===== config.mk =====
export PLATFORM = sky130hd
export DESIGN_NAME = adau_cfg_sequencer
export DESIGN_NICKNAME = d
export VERILOG_FILES = /design/src/rtl/adau_cfg_sequencer.sv
export SDC_FILE = /design/constraint.sdc
export NUM_CORES = 1
export LEC_CHECK = 0
export ABC_AREA = 1
export CAP_MARGIN = 10
export CORE_MARGIN = 2
export CORE_UTILIZATION = 35
export CTS_CLUSTER_SIZE = 28
export DETAILED_ROUTE_END_ITERATION = 8
export PLACE_DENSITY = 0.58
export SETUP_SLACK_MARGIN = 0.02
export SYNTH_ARGS = -nofsm -noshare
export SYNTH_HDL_FRONTEND = slang
export SYNTH_SLANG_ARGS = --single-unit

===== constraint.sdc =====
create_clock -name clk -period 3 [get_ports clk]
set_input_delay 0.45 -clock clk [delete_from_list [all_inputs] [get_ports clk]]
set_output_delay 0.45 -clock clk [all_outputs]
set_load 0.05 [all_outputs]

===== src/rtl/adau_cfg_sequencer.sv =====
// adau_cfg_sequencer: power-up configuration sequencer for the ADAU codec.
//
// After reset it waits POWERUP_WAIT clk cycles. It then writes NUM_REGS table entries over a
// write-only I2C master. Each entry is sent as {DEV_ADDR,W}, reg_addr[15:8], reg_addr[7:0],
// data, MSB first, framed by START/STOP and followed by a bus-free gap. init_done is raised
// once every entry has been ACKed; init_error is raised on an unrecoverable NACK.
//
// Build option: define ADAU_CFG_RETRY_EN to re-send a NACKed entry up to 3 times before
// giving up. Without it the first NACK is fatal.
//
// Table: ROM_INIT packs NUM_REGS 24-bit words {reg_addr[15:0], data[7:0]}, entry i in bits
// [24*i +: 24]. This is normally generated from adau_cfg.mem at build time.
//
// Ports:
//   clk         system clock
//   rst         asynchronous, active-high reset
//   scl_t       SCL tristate (1 = released, 0 = drive low)
//   sda_t       SDA tristate (1 = released, 0 = drive low)
//   sda_i       SDA pin readback, used for ACK sampling
//   busy        high from the end of the power-up wait until DONE or ERROR
//   init_done   sticky, every entry ACKed
//   init_error  sticky, codec stopped acknowledging
//   entry_idx   current or last table entry, for debug
module adau_cfg_sequencer #(
    parameter logic [6:0]             DEV_ADDR     = 7'h38,
    parameter int unsigned            CLK_DIV      = 62,
    parameter int unsigned            POWERUP_WAIT = 1_000_000,
    parameter int unsigned            NUM_REGS     = 16,
    parameter logic [24*NUM_REGS-1:0] ROM_INIT     = '0
) (
    input  logic       clk,
    input  logic       rst,
    output logic       scl_t,
    output logic       sda_t,
    input  logic       sda_i,
    output logic       busy,
    output logic       init_done,
    output logic       init_error,
    output logic [7:0] entry_idx
);

    localparam int unsigned DivW = (CLK_DIV > 1) ? $clog2(CLK_DIV) : 1;

    typedef enum logic [3:0] {
        StWait,
        StStart,
        StByte,
        StAck,
        StStop,
        StGap,
        StNext,
`ifdef ADAU_CFG_RETRY_EN
        StRetry,
`endif
        StDone,
        StError
    } state_e;

    state_e            state_q, state_d;
    logic [DivW-1:0]   div_q, div_d;
    logic [31:0]       wait_q, wait_d;
    logic [1:0]        q_q, q_d;        // quarter within the current bit/phase
    logic [2:0]        bit_q, bit_d;
    logic [1:0]        byte_q, byte_d;
    logic [7:0]        idx_q, idx_d;
    logic              nack_q, nack_d;  // ACK sample taken at the end of q2
    logic              fail_q, fail_d;  // current attempt was NACKed, STOP is in flight
    logic              scl_q, scl_d;
    logic              sda_q, sda_d;
    logic              busy_q, busy_d;
    logic              done_q, done_d;
    logic              error_q, error_d;
    logic              tick;
    logic [23:0]       entry_word;
    logic [7:0]        cur_byte;
    logic              cur_bit;
`ifdef ADAU_CFG_RETRY_EN
    logic [1:0]        retry_q, retry_d;
`endif

    // Free-running quarter-bit divider; it is never re-aligned to the state machine.
    assign tick  = (div_q == DivW'(CLK_DIV - 1));
    assign div_d = tick ? '0 : div_q + 1'b1;

    always_comb begin
        state_d = state_q;
        wait_d  = wait_q;
        q_d     = q_q;
        bit_d   = bit_q;
        byte_d  = byte_q;
        idx_d   = idx_q;
        nack_d  = nack_q;
        fail_d  = fail_q;
`ifdef ADAU_CFG_RETRY_EN
        retry_d = retry_q;
`endif
        unique case (state_q)
            StWait: begin
                wait_d = wait_q + 32'd1;
                if (wait_q == POWERUP_WAIT - 1) state_d = StStart;
            end
            StStart: begin
                if (tick) begin
                    q_d = q_q + 2'd1;
                    if (q_q == 2'd3) begin
                        state_d = StByte;
                        bit_d   = '0;
                        byte_d  = '0;
                        nack_d  = 1'b0;
                        fail_d  = 1'b0;
                    end
                end
            end
            StByte: begin
                if (tick) begin
                    q_d = q_q + 2'd1;
                    if (q_q == 2'd3) begin
                        if (bit_q == 3'd7) state_d = StAck;
                        else bit_d = bit_q + 3'd1;
                    end
                end
            end
            StAck: begin
                if (tick) begin
                    q_d = q_q + 2'd1;
                    if (q_q == 2'd2) nack_d = sda_i;
                    if (q_q == 2'd3) begin
                        bit_d = '0;
                        if (nack_q) begin
                            fail_d  = 1'b1;
                            state_d = StStop;
                        end else if (byte_q == 2'd3) begin
                            state_d = StStop;
                        end else begin
                            byte_d  = byte_q + 2'd1;
                            state_d = StByte;
                        end
                    end
                end
            end
            StStop: begin
                if (tick) begin
                    q_d = q_q + 2'd1;
                    if (q_q == 2'd3) begin
                        if (!fail_q) state_d = StGap;
`ifdef ADAU_CFG_RETRY_EN
                        else if (retry_q == 2'd3) state_d = StError;
                        else state_d = StRetry;
`else
                        else state_d = StError;
`endif
                    end
                end
            end
            StGap: begin
                if (tick) begin
                    q_d = q_q + 2'd1;
                    if (q_q == 2'd3) state_d = StNext;
                end
            end
            StNext: begin
                q_d = '0;
`ifdef ADAU_CFG_RETRY_EN
                retry_d = '0;
`endif
                if (idx_q == 8'(NUM_REGS - 1)) begin
                    state_d = StDone;
                end else begin
                    idx_d   = idx_q + 8'd1;
                    state_d = StStart;
                end
            end
`ifdef ADAU_CFG_RETRY_EN
            StRetry: begin
                q_d     = '0;
                retry_d = retry_q + 2'd1;
                state_d = StStart;
            end
`endif
            default: ;  // StDone / StError hold until reset
        endcase
    end

    // Byte being shifted in the next cycle, taken from next-state so the registered
    // line outputs line up with the registered state.
    always_comb begin
        entry_word = '0;
        for (int unsigned i = 0; i < NUM_REGS; i++) begin
            if (idx_d == 8'(i)) entry_word = ROM_INIT[24*i +: 24];
        end
        case (byte_d)
            2'd0:    cur_byte = {DEV_ADDR, 1'b0};
            2'd1:    cur_byte = entry_word[23:16];
            2'd2:    cur_byte = entry_word[15:8];
            default: cur_byte = entry_word[7:0];
        endcase
        cur_bit = cur_byte[3'd7 - bit_d];
    end

    // Line levels are decoded from next-state and registered so the pins never glitch.
    always_comb begin
        scl_d = 1'b1;
        sda_d = 1'b1;
        unique case (state_d)
            StStart: begin
                sda_d = (q_d == 2'd0);
                scl_d = (q_d <= 2'd1);
            end
            StByte: begin
                scl_d = (q_d == 2'd1) || (q_d == 2'd2);
                sda_d = cur_bit;
            end
            StAck: begin
                scl_d = (q_d == 2'd1) || (q_d == 2'd2);
            end
            StStop: begin
                scl_d = (q_d != 2'd0);
                sda_d = (q_d >= 2'd2);
            end
            default: ;
        endcase
        busy_d  = (state_d != StWait) && (state_d != StDone) && (state_d != StError);
        done_d  = (state_d == StDone);
        error_d = (state_d == StError);
    end

    always_ff @(posedge clk or posedge rst) begin
        if (rst) begin
            state_q <= StWait;
            div_q   <= '0;
            wait_q  <= '0;
            q_q     <= '0;
            bit_q   <= '0;
            byte_q  <= '0;
            idx_q   <= '0;
            nack_q  <= 1'b0;
            fail_q  <= 1'b0;
            scl_q   <= 1'b1;
            sda_q   <= 1'b1;
            busy_q  <= 1'b0;
            done_q  <= 1'b0;
            error_q <= 1'b0;
        end else begin
            state_q <= state_d;
            div_q   <= div_d;
            wait_q  <= wait_d;
            q_q     <= q_d;
            bit_q   <= bit_d;
            byte_q  <= byte_d;
            idx_q   <= idx_d;
            nack_q  <= nack_d;
            fail_q  <= fail_d;
            scl_q   <= scl_d;
            sda_q   <= sda_d;
            busy_q  <= busy_d;
            done_q  <= done_d;
            error_q <= error_d;
        end
    end

`ifdef ADAU_CFG_RETRY_EN
    always_ff @(posedge clk or posedge rst) begin
        if (rst) retry_q <= '0;
        else     retry_q <= retry_d;
    end
`endif

    assign scl_t      = scl_q;
    assign sda_t      = sda_q;
    assign busy       = busy_q;
    assign init_done  = done_q;
    assign init_error = error_q;
    assign entry_idx  = idx_q;

endmodule


==> impl_metrics.yaml, run 1 <==
clock_tree:
  ctsHoldBuffers: 0
  clkTransAtPathRegs_ns: 0.08
  cts_tree: "done"
  clkSinkCount: 64
  ctsHtreeMaxLevel: 3
  cts_buffers: 9
  clockBufferDepth: 2
  cts_setup_buffers: 0
  clkLatencyLatePin_ns: 0.35
  cts-resized-gates: 0
  cts-root-buf: "clkbuf_8"
worst_setup_path:
  rr_worst_depth: 11
  crit_arrival_ns: 2.59
  cp_max_fo: 10
  cp_slowest_cell: "dfrtp_1"
  endpoint_kind: "flop"
  slowest_delay_ns: 0.40
  reg2reg_slack_ns: 0.67
  cp-start-kind: "flop"
  worst_r2r_endpoint: "scl_t"
  path_cells: "inv_1 -> ha_1 -> nand3_1 -> nor2_4 -> nand2_1 -> o21ai_0 -> inv_1 -> ha_1 -> or2_2 -> nand3_1 -> nand4_1"
  r2r_start: "div_q[1]"
  critPathKind: "flop to flop"
  required_ns: 3.25
detailed_routing:
  via_count: 2996
  vias_per_cell: 4.778
  detail_route.wl_per_cell_um: 12.27
  wirelength_mm: 7.694
  drc: 0
  ant_nets: 0
  drt-initial-drc-count: 125
  drt-pass1-iter-count: 4
finish:
  area_growth_pct: 14.77
  mostFrequentLayoutCells: "nand2_1 (103), inv_1 (70), dfrtp_1 (62)"
  fin_area_sq_um: 4288
  final_nets: 499
  diodes: 0
  final_common_cell: "nand2_1"
  drive_gt1_frac: 0.1120
synth:
  synth_simple_gate_area_frac: 0.3315
  syn-instance-count: 462
  synth_edf_count: 0
  ys_async_sr_fraction: 1.000
  syn-num-nets: 475
  syn_area_sq_um: 3736
  synthMuxAreaShare: 0.006028
  yosysWarnings: 0
  synth_top_family_by_area: "simple AND/OR/NAND/NOR gates"
  syn_area_per_cell_sq_um: 8.087
  ys_seq_area_frac: 0.4293
  synth-xor-area-share: 0.07971
  synthFlopType: "dfrtp_1"
  synth_compound_area_frac: 0.04119
  synth-seq-cells: 64
  synth_adder_area_share: 0.03349
  synth_cell_types: 33
power:
  powerDensity_nw_per_um2: 416.9
  vdd_ir_drop_max_v: 0.0002463
  leakage_nw: 2.159
status:
  status: "complete, no violations"
grt:
  antenna_found_initial: 0
  grt-ovfl-total: 0
  grt.total_usage: 0.1462
  grt_pass1_wl_mm: 13.40
  grt_pass1_vias: 2932
  grt_max_degree: 37
run:
  drv_cap: 0
sta:
  fin_skew_ns: 0.01253
  finalHoldViolCount: 0
  rsz0062_at_grt: "no"
  maxSlewViolCount: 0
  fin_crit_ns: 2.332
  fmax_ghz: 0.4289
  finalSetupTns_ns: 0
  tightest_slew_ns: 0.6637
  timing.final.crit_share: 0.7773
  setup_viol: 0
  relSlewSlack: 0.5569
floorplanning:
  rows: 37
  num_io_pins: 16
  fp.dieH_um: 107.3
  dieWidth_um: 107.3
  die_area_sq_um: 11520
  initial_core_util: 0.3619
  core_sq_um: 10320
place:
  place_congestion: 0.9398
  placed_area_sq_um: 4053
  portBuffers: 15
  dp_hpwl_mm: 5.807
worst_hold_path:
  min-delay-start: "wait_q[31]"
  hold_depth: 2
  hp-class: "flop to flop"
  hold_path_end: "wait_q[31]"
worst max-delay path: cells and delay by family, from the launching register on:
kind            cells  cell delay [ns]
simple gates        6             1.02
flops               1             0.40
fa+ha+maj           2             0.36
compound gates      1             0.31
buf+inv             2             0.16
area by class of cell:
class / count / area [sq um]
Multi-Input combinational cell: 323 / 1838
Timing Repair Buffer: 16 / 170.2
Clock inverter: 6 / 107.6
Sequential cell: 64 / 1604
Fill cell: 1050 / 6036
Clock buffer: 10 / 127.6
Tap cell: 136 / 170.2
Inverter: 72 / 270.3
per-layer routing:
layer / global-route usage / wire, um / part of all wire / vias to the layer above
met3: 0.03148 / 330 / 0.043 / 7
met4: 0.04824 / 62 / 0.0081 / 0
met5: 0 / 0 / 0 / -
li1: - / - / - / 1507
met1: 0.1970 / 3695 / 0.48 / 1421
met2: 0.2337 / 3606 / 0.47 / 61
cells in the mapped netlist (2+ instances only):
| cell | instances | area (sq um) |
|---|---|---|
| or2_2 | 2 | 12.51 |
| a31oi_1 | 3 | 18.77 |
| nor2_1 | 46 | 172.7 |
| o211ai_1 | 2 | 15.01 |
| nor3_1 | 14 | 70.07 |
| dfstp_2 | 2 | 52.55 |
| o21ai_0 | 10 | 50.05 |
| nand2_2 | 7 | 43.79 |
| nand3_2 | 2 | 20.02 |
| nor2_2 | 5 | 31.28 |
| nand3_1 | 34 | 170.2 |
| xnor2_1 | 5 | 43.79 |
| nand2_4 | 2 | 22.52 |
| nand2_1 | 103 | 386.6 |
| nand4_1 | 16 | 100.1 |
| inv_1 | 71 | 266.5 |
| mux2_2 | 2 | 22.52 |
| dfrtp_1 | 62 | 1551 |
| nor3_4 | 2 | 32.53 |
| ha_1 | 10 | 125.1 |
| nor2_4 | 9 | 101.4 |
| xor2_1 | 29 | 254.0 |
| a21oi_1 | 13 | 65.06 |
| nor3_2 | 2 | 20.02 |
power breakdown:
part | internal, W | switching [W]
sequential | 0.000862 | 0
clock | 0.000550 | 0.000353
combinational | 0.00000502 | 0.0000176
logic make-up (layout without fill, tap and decap cells):
group	Yosys count	count (layout)
XOR/XNOR	34	34
flip-flops	64	64
buffers and inverters	75	104
multiplexers	2	2
adder cells (fa/ha/maj)	10	10
AND/OR/NAND/NOR	248	248
AO/OA/AOI/OAI	29	29
worst max-delay path by stage:
stage,cells after the start,from,to,slack (ns)
after CTS,11,div_q[1],scl_t,0.67
after global routing,11,div_q[1],scl_t,0.47
after floorplan,11,div_q[1],scl_t,0.92
final,11,div_q[1],scl_t,0.67
after detailed placement,11,div_q[1],scl_t,0.68
after global placement,11,div_q[1],scl_t,0.74
metrics by stage:
| stage | utilization | hold slack, ns | power (W) | setup WS [ns] | std cells |
|---|---|---|---|---|---|
| 4_1_cts | 0.4153 | 0.4929 | 0.001808 | 0.6654 | 627 |
| 3_5_place_dp | 0.3926 | 0.4750 | 0.0009035 | 0.6815 | 611 |
| 3_3_place_gp | 0.3926 | 0.4576 | 0.0009034 | 0.7427 | 611 |
| 6_report | 0.4153 | 0.4809 | 0.001787 | 0.6682 | 627 |
| 2_1_floorplan | - | 0.4417 | 0.0008917 | 0.9234 | 462 |
| 5_1_grt | 0.4153 | 0.5280 | 0.001845 | 0.4663 | 627 |
registers in the layout, indices dropped and copies added (netlist names), 2 cells and up:
name / flops
state_q: 4
bit_q: 3
wait_q: 32
q_q: 2
entry_idx: 8
byte_q: 2
div_q: 6
(Power assumes the default switching activity.)
==> run 2, diff against run 1 <==
PLACE_DENSITY = 0.6   (was 0.58)
clock period = 2.09 ns   (was 3 ns; I/O delays follow)
==> impl_metrics.yaml, run 2 (synthesized netlist as in run 1, its figures left out) <==
power:
  powerDensity_nw_per_um2: 573.0
  design_power_total_w: 0.002704
  vdd_ir_drop_max_v: 0.0003399
  leakage_nw: 2.403
detailed_routing:
  drt-initial-drc-count: 95
  via_count: 3100
  drt-pass1-iter-count: 4
  drc: 0
  detail_route.wl_per_cell_um: 12.25
  vias_per_cell: 4.669
  wirelength_mm: 8.135
  ant_nets: 0
place:
  portBuffers: 15
  place_congestion: 0.8454
  dp_hpwl_mm: 5.977
sta:
  timing.final.crit_share: 0.9862
  finalSetupTns_ns: 0
  maxSlewViolCount: 0
  fin_crit_ns: 2.061
  fin_skew_ns: 0.01351
  setup_viol: 0
  rsz0062_at_grt: "yes"
  finalHoldViolCount: 0
  tightest_slew_ns: 0.5050
  relSlewSlack: 0.6623
  fmax_ghz: 0.4851
finish:
  mostFrequentLayoutCells: "nand2_1 (95), inv_1 (68), dfrtp_1 (58)"
  drive_gt1_frac: 0.2311
  diodes: 0
  post-route-util: 0.4572
  top_register: "wait_q"
  area_growth_pct: 26.32
  largest_register_ffs: 32
  final_common_cell: "nand2_1"
  final_nets: 536
grt:
  grt_max_degree: 32
  grt-ovfl-total: 0
  grt_pass1_wl_mm: 14.00
  antenna_found_initial: 0
  grt_pass1_vias: 3057
  grt.total_usage: 0.1553
worst_setup_path:
  rr_worst_depth: 12
  cp_max_fo: 4
  critPathKind: "flop to flop"
  reg2reg_slack_ns: 0.03
  endpoint_kind: "flop"
  crit_arrival_ns: 2.31
  required_ns: 2.34
  cp-start-kind: "flop"
clock_tree:
  ctsHtreeMaxLevel: 3
  cts-root-buf: "clkbuf_8"
  clkTransAtPathRegs_ns: 0.08
  cts_tree: "done"
  ctsHoldBuffers: 0
  clkSinkCount: 64
  clockBufferDepth: 2
  cts_buffers: 9
  clkLatencyLatePin_ns: 0.36
floorplanning:
  dieWidth_um: 107.3
  rows: 37
  num_io_pins: 16
  initial_core_util: 0.3619
  fp.dieH_um: 107.3
  die_area_sq_um: 11520
  core_sq_um: 10320
status:
  status: "complete, no violations"
worst_hold_path:
  hp-class: "input pin to async pin"
run:
  drv_cap: 0
[run 2: per-layer routing]
metal	share of wire	vias to the layer above	track usage
li1	-	1585	-
met1	0.45	1463	0.1941
met2	0.49	43	0.2536
met3	0.044	9	0.05206
met4	0.012	0	0.04824
met5	0	-	0
[run 2: path summary, 6_finish.rpt]
check,start,endpoint
setup / recovery,state_q[3],wait_q[21]
hold reg to reg,wait_q[31],wait_q[31]
setup reg to reg,state_q[3],wait_q[21]
min in group clk,wait_q[31],wait_q[31]
max in group asynchronous,rst,wait_q[5]
hold / removal,rst,wait_q[2]
[run 2: power breakdown]
part	switching [W]	internal, W
clock	0.000516	0.000916
sequential	0	0.00124
combinational	0.0000252	0.00000840
total	0.000542	0.00216
[run 2: what timing repair did]
item | in CTS | in global routing
gates resized for setup | 1 | 40
buffers inserted | 0 | 19
hold endpoints to repair | 0 | 0
pin swaps | 0 | 14
setup endpoints to repair | 1 | 14
cloned | 0 | 0
[run 2: cell type report]
class                           instances  area [sq um]
Tap cell                              136         170.2
Timing Repair Buffer                   53         459.2
Fill cell                            1012          5604
Sequential cell                        64          1609
Clock buffer                            9         123.9
Inverter                               72         270.3
Multi-Input combinational cell        323          1944
Clock inverter                          7         142.6
[run 2: stage by stage]
stage	std cells	hold WS (ns)	cell area [sq um]	setup slack [ns]
after floorplan	462	0.4417	3736	0.09970
after global placement	629	0.4561	4188	0.09386
after detailed placement	629	0.4689	4188	-0.004386
after CTS	645	0.3017	4458	0.03957
after global routing	664	0.3206	4720	-0.1232
final	664	0.2856	4720	0.02876
[run 2: worst max-delay path, stage by stage, from the launching register on]
cell and delay [ns]:
dfrtp_2 0.45, nor2_4 0.13, buf_6 0.14, nand2_8 0.07, nor3_4 0.22, nand2_2 0.10, nor2_4 0.15, nand2_4 0.09
nor2_4 0.13, nand2_2 0.08, nor2_4 0.17, nand2_2 0.07, xor2_1 0.14
==> run 3, diff against run 2 <==
ABC_AREA = unset   (was 1)
SKIP_CTS_REPAIR_TIMING = 1   (was unset)
==> impl_metrics.yaml, run 3 <==
worst_setup_path:
  r2r_start: "div_q[1]"
  rr_worst_depth: 11
  required_ns: 2.35
  crit_arrival_ns: 2.53
  crit_top_cell: "inv_2"
  critPathKind: "flop to flop"
  slowest_delay_ns: 0.57
  worst_r2r_endpoint: "scl_t"
  cp_slowest_cell: "or4b_4"
  cp-start-kind: "flop"
  reg2reg_slack_ns: -0.17
  cp_max_fo: 4
  endpoint_kind: "flop"
  path_cells: "inv_2 -> ha_4 -> nand2_2 -> or4b_4 -> mux2i_4 -> inv_2 -> ha_4 -> inv_2 -> nor4_2 -> o2bb2ai_1 -> a21oi_1"
place:
  portBuffers: 15
  dp_hpwl_mm: 4.949
  place_congestion: 0.8105
  place_ws_ns: -0.2927
synth:
  ys_async_sr_fraction: 1.000
  synth-seq-cells: 64
  ys_seq_area_frac: 0.4946
  yosys-top-cells-area: "dfrtp_1 (48%), xnor2_1 (7.8%), nand2_1 (4.1%)"
  synth_edf_count: 0
  ys_top_cells_by_count: "dfrtp_1 (62), nand2_1 (35), xnor2_1 (29), nor2_1 (26), nand3_1 (17)"
  synth_top_area_share: 0.4784
  synth_largest_area_cell: "dfrtp_1"
  yosysWarnings: 0
  syn-instance-count: 319
  synth.most_common_cell: "dfrtp_1"
  synth_cell_types: 47
  syn_area_per_cell_sq_um: 10.17
  syn-num-nets: 332
  synthFlopType: "dfrtp_1"
  syn_area_sq_um: 3243
worst_hold_path:
  hp-class: "input pin to async pin"
sta:
  setup_viol: 7
  timing.final.crit_share: 1.083
  tightest_slew_ns: 0.5029
  finalHoldViolCount: 0
  setup_ws_ns: -0.1725
  fin_skew_ns: 0.008114
  rsz0062_at_grt: "yes"
  maxSlewViolCount: 0
  fmax_ghz: 0.4420
  relSlewSlack: 0.6637
  fin_crit_ns: 2.262
power:
  leakage_nw: 1.973
  powerDensity_nw_per_um2: 587.5
  vdd_ir_drop_max_v: 0.0004805
  design_power_total_w: 0.002580
detailed_routing:
  drt-initial-drc-count: 94
  ant_nets: 0
  wirelength_mm: 6.917
  drt-pass1-iter-count: 4
  via_count: 2576
  drc: 0
  detail_route.wl_per_cell_um: 13.41
  vias_per_cell: 4.992
grt:
  grt_pass1_wl_mm: 11.78
  antenna_found_initial: 0
  grt_pass1_vias: 2539
  grt.total_usage: 0.1484
  grt-ovfl-total: 0
  grt_max_degree: 32
floorplanning:
  num_io_pins: 16
  rows: 35
  die_area_sq_um: 10050
  fp.dieH_um: 100.3
  initial_core_util: 0.3560
  core_sq_um: 9109
  dieWidth_um: 100.3
clock_tree:
  cts_buffers: 9
  clkLatencyLatePin_ns: 0.34
  clockBufferDepth: 2
  ctsHtreeMaxLevel: 3
  clkTransAtPathRegs_ns: 0.07
  clkSinkCount: 64
  cts-root-buf: "clkbuf_8"
  cts_tree: "done"
finish:
  fill_cells: 844
  final_common_cell: "buf_4"
  final_nets: 413
  diodes: 0
  top_register: "wait_q"
  area_growth_pct: 35.42
  largest_register_ffs: 32
  mostFrequentLayoutCells: "buf_4 (61), dfrtp_1 (57), nand2_1 (34)"
  drive_gt1_frac: 0.3086
status:
  violations: "negative setup slack"
  status: "finished, violations left"
run:
  drv_cap: 0
==> run 3: per-layer routing <==
| layer | track usage | up-vias | routed length, um |
|---|---|---|---|
| li1 | - | 1290 | - |
| met1 | 0.1934 | 1239 | 3173 |
| met2 | 0.2344 | 34 | 3346 |
| met3 | 0.04944 | 13 | 275 |
| met4 | 0.04531 | 0 | 121 |
| met5 | 0 | - | 0 |
==> run 3: worst max-delay path by stage <==
stage / from / end / slack (ns)
after global placement: div_q[1] / sda_t / -0.27
after global routing: div_q[1] / scl_t / -0.27
final: div_q[1] / scl_t / -0.17
after detailed placement: div_q[1] / sda_t / -0.29
after floorplan: div_q[1] / scl_t / -0.08
after CTS: div_q[1] / sda_t / -0.31
==> run 3: stage by stage <==
step	instance area, sq um	setup TNS [ns]	std cells	utilization	hold WS [ns]
global route	4392	-1.298	516	0.4821	0.3244
finish	4392	-0.5234	516	0.4821	0.3023
detailed placement	3979	-0.9571	493	0.4368	0.4714
CTS	4224	-1.151	509	0.4637	0.3137
floorplan	3298	-0.1590	319	-	0.4388
global placement	3979	-0.6790	493	0.4368	0.4562
==> run 3: worst max-delay path, delay by kind of cell, from the launching register on <==
kind / cells / cell delay, ns
flops: 1 / 0.39
fa+ha+maj: 2 / 0.28
simple gates: 3 / 0.89
buf+inv: 3 / 0.18
mux: 1 / 0.22
compound gates: 2 / 0.22
==> run 3: logic make-up after synthesis <==
group                      synth area share
AOI/OAI and AO/OA                   0.07022
xor gates and xnor gates             0.1107
adders and majority gates           0.03858
buffers and inverters               0.02894
DFF                                  0.4946
muxes                               0.01312
and+or+nand+nor                      0.2438
==> run 3: layout make-up <==
type                            count  area [sq um]  share of cell area
Inverter                           15         56.30             0.01282
Timing Repair Buffer               78         639.4              0.1456
Tap cell                          111         138.9             0.03162
Multi-Input combinational cell    232          1702              0.3875
Sequential cell                    64          1610              0.3667
Clock buffer                       11         141.4             0.03219
Clock inverter                      5         103.9             0.02365
==> run 3: power by group <==
part            total, W  switching (W)  internal (W)
combinational  0.0000329      0.0000245    0.00000838
sequential       0.00124              0       0.00124
clock            0.00131       0.000483      0.000826
total            0.00258       0.000508       0.00207
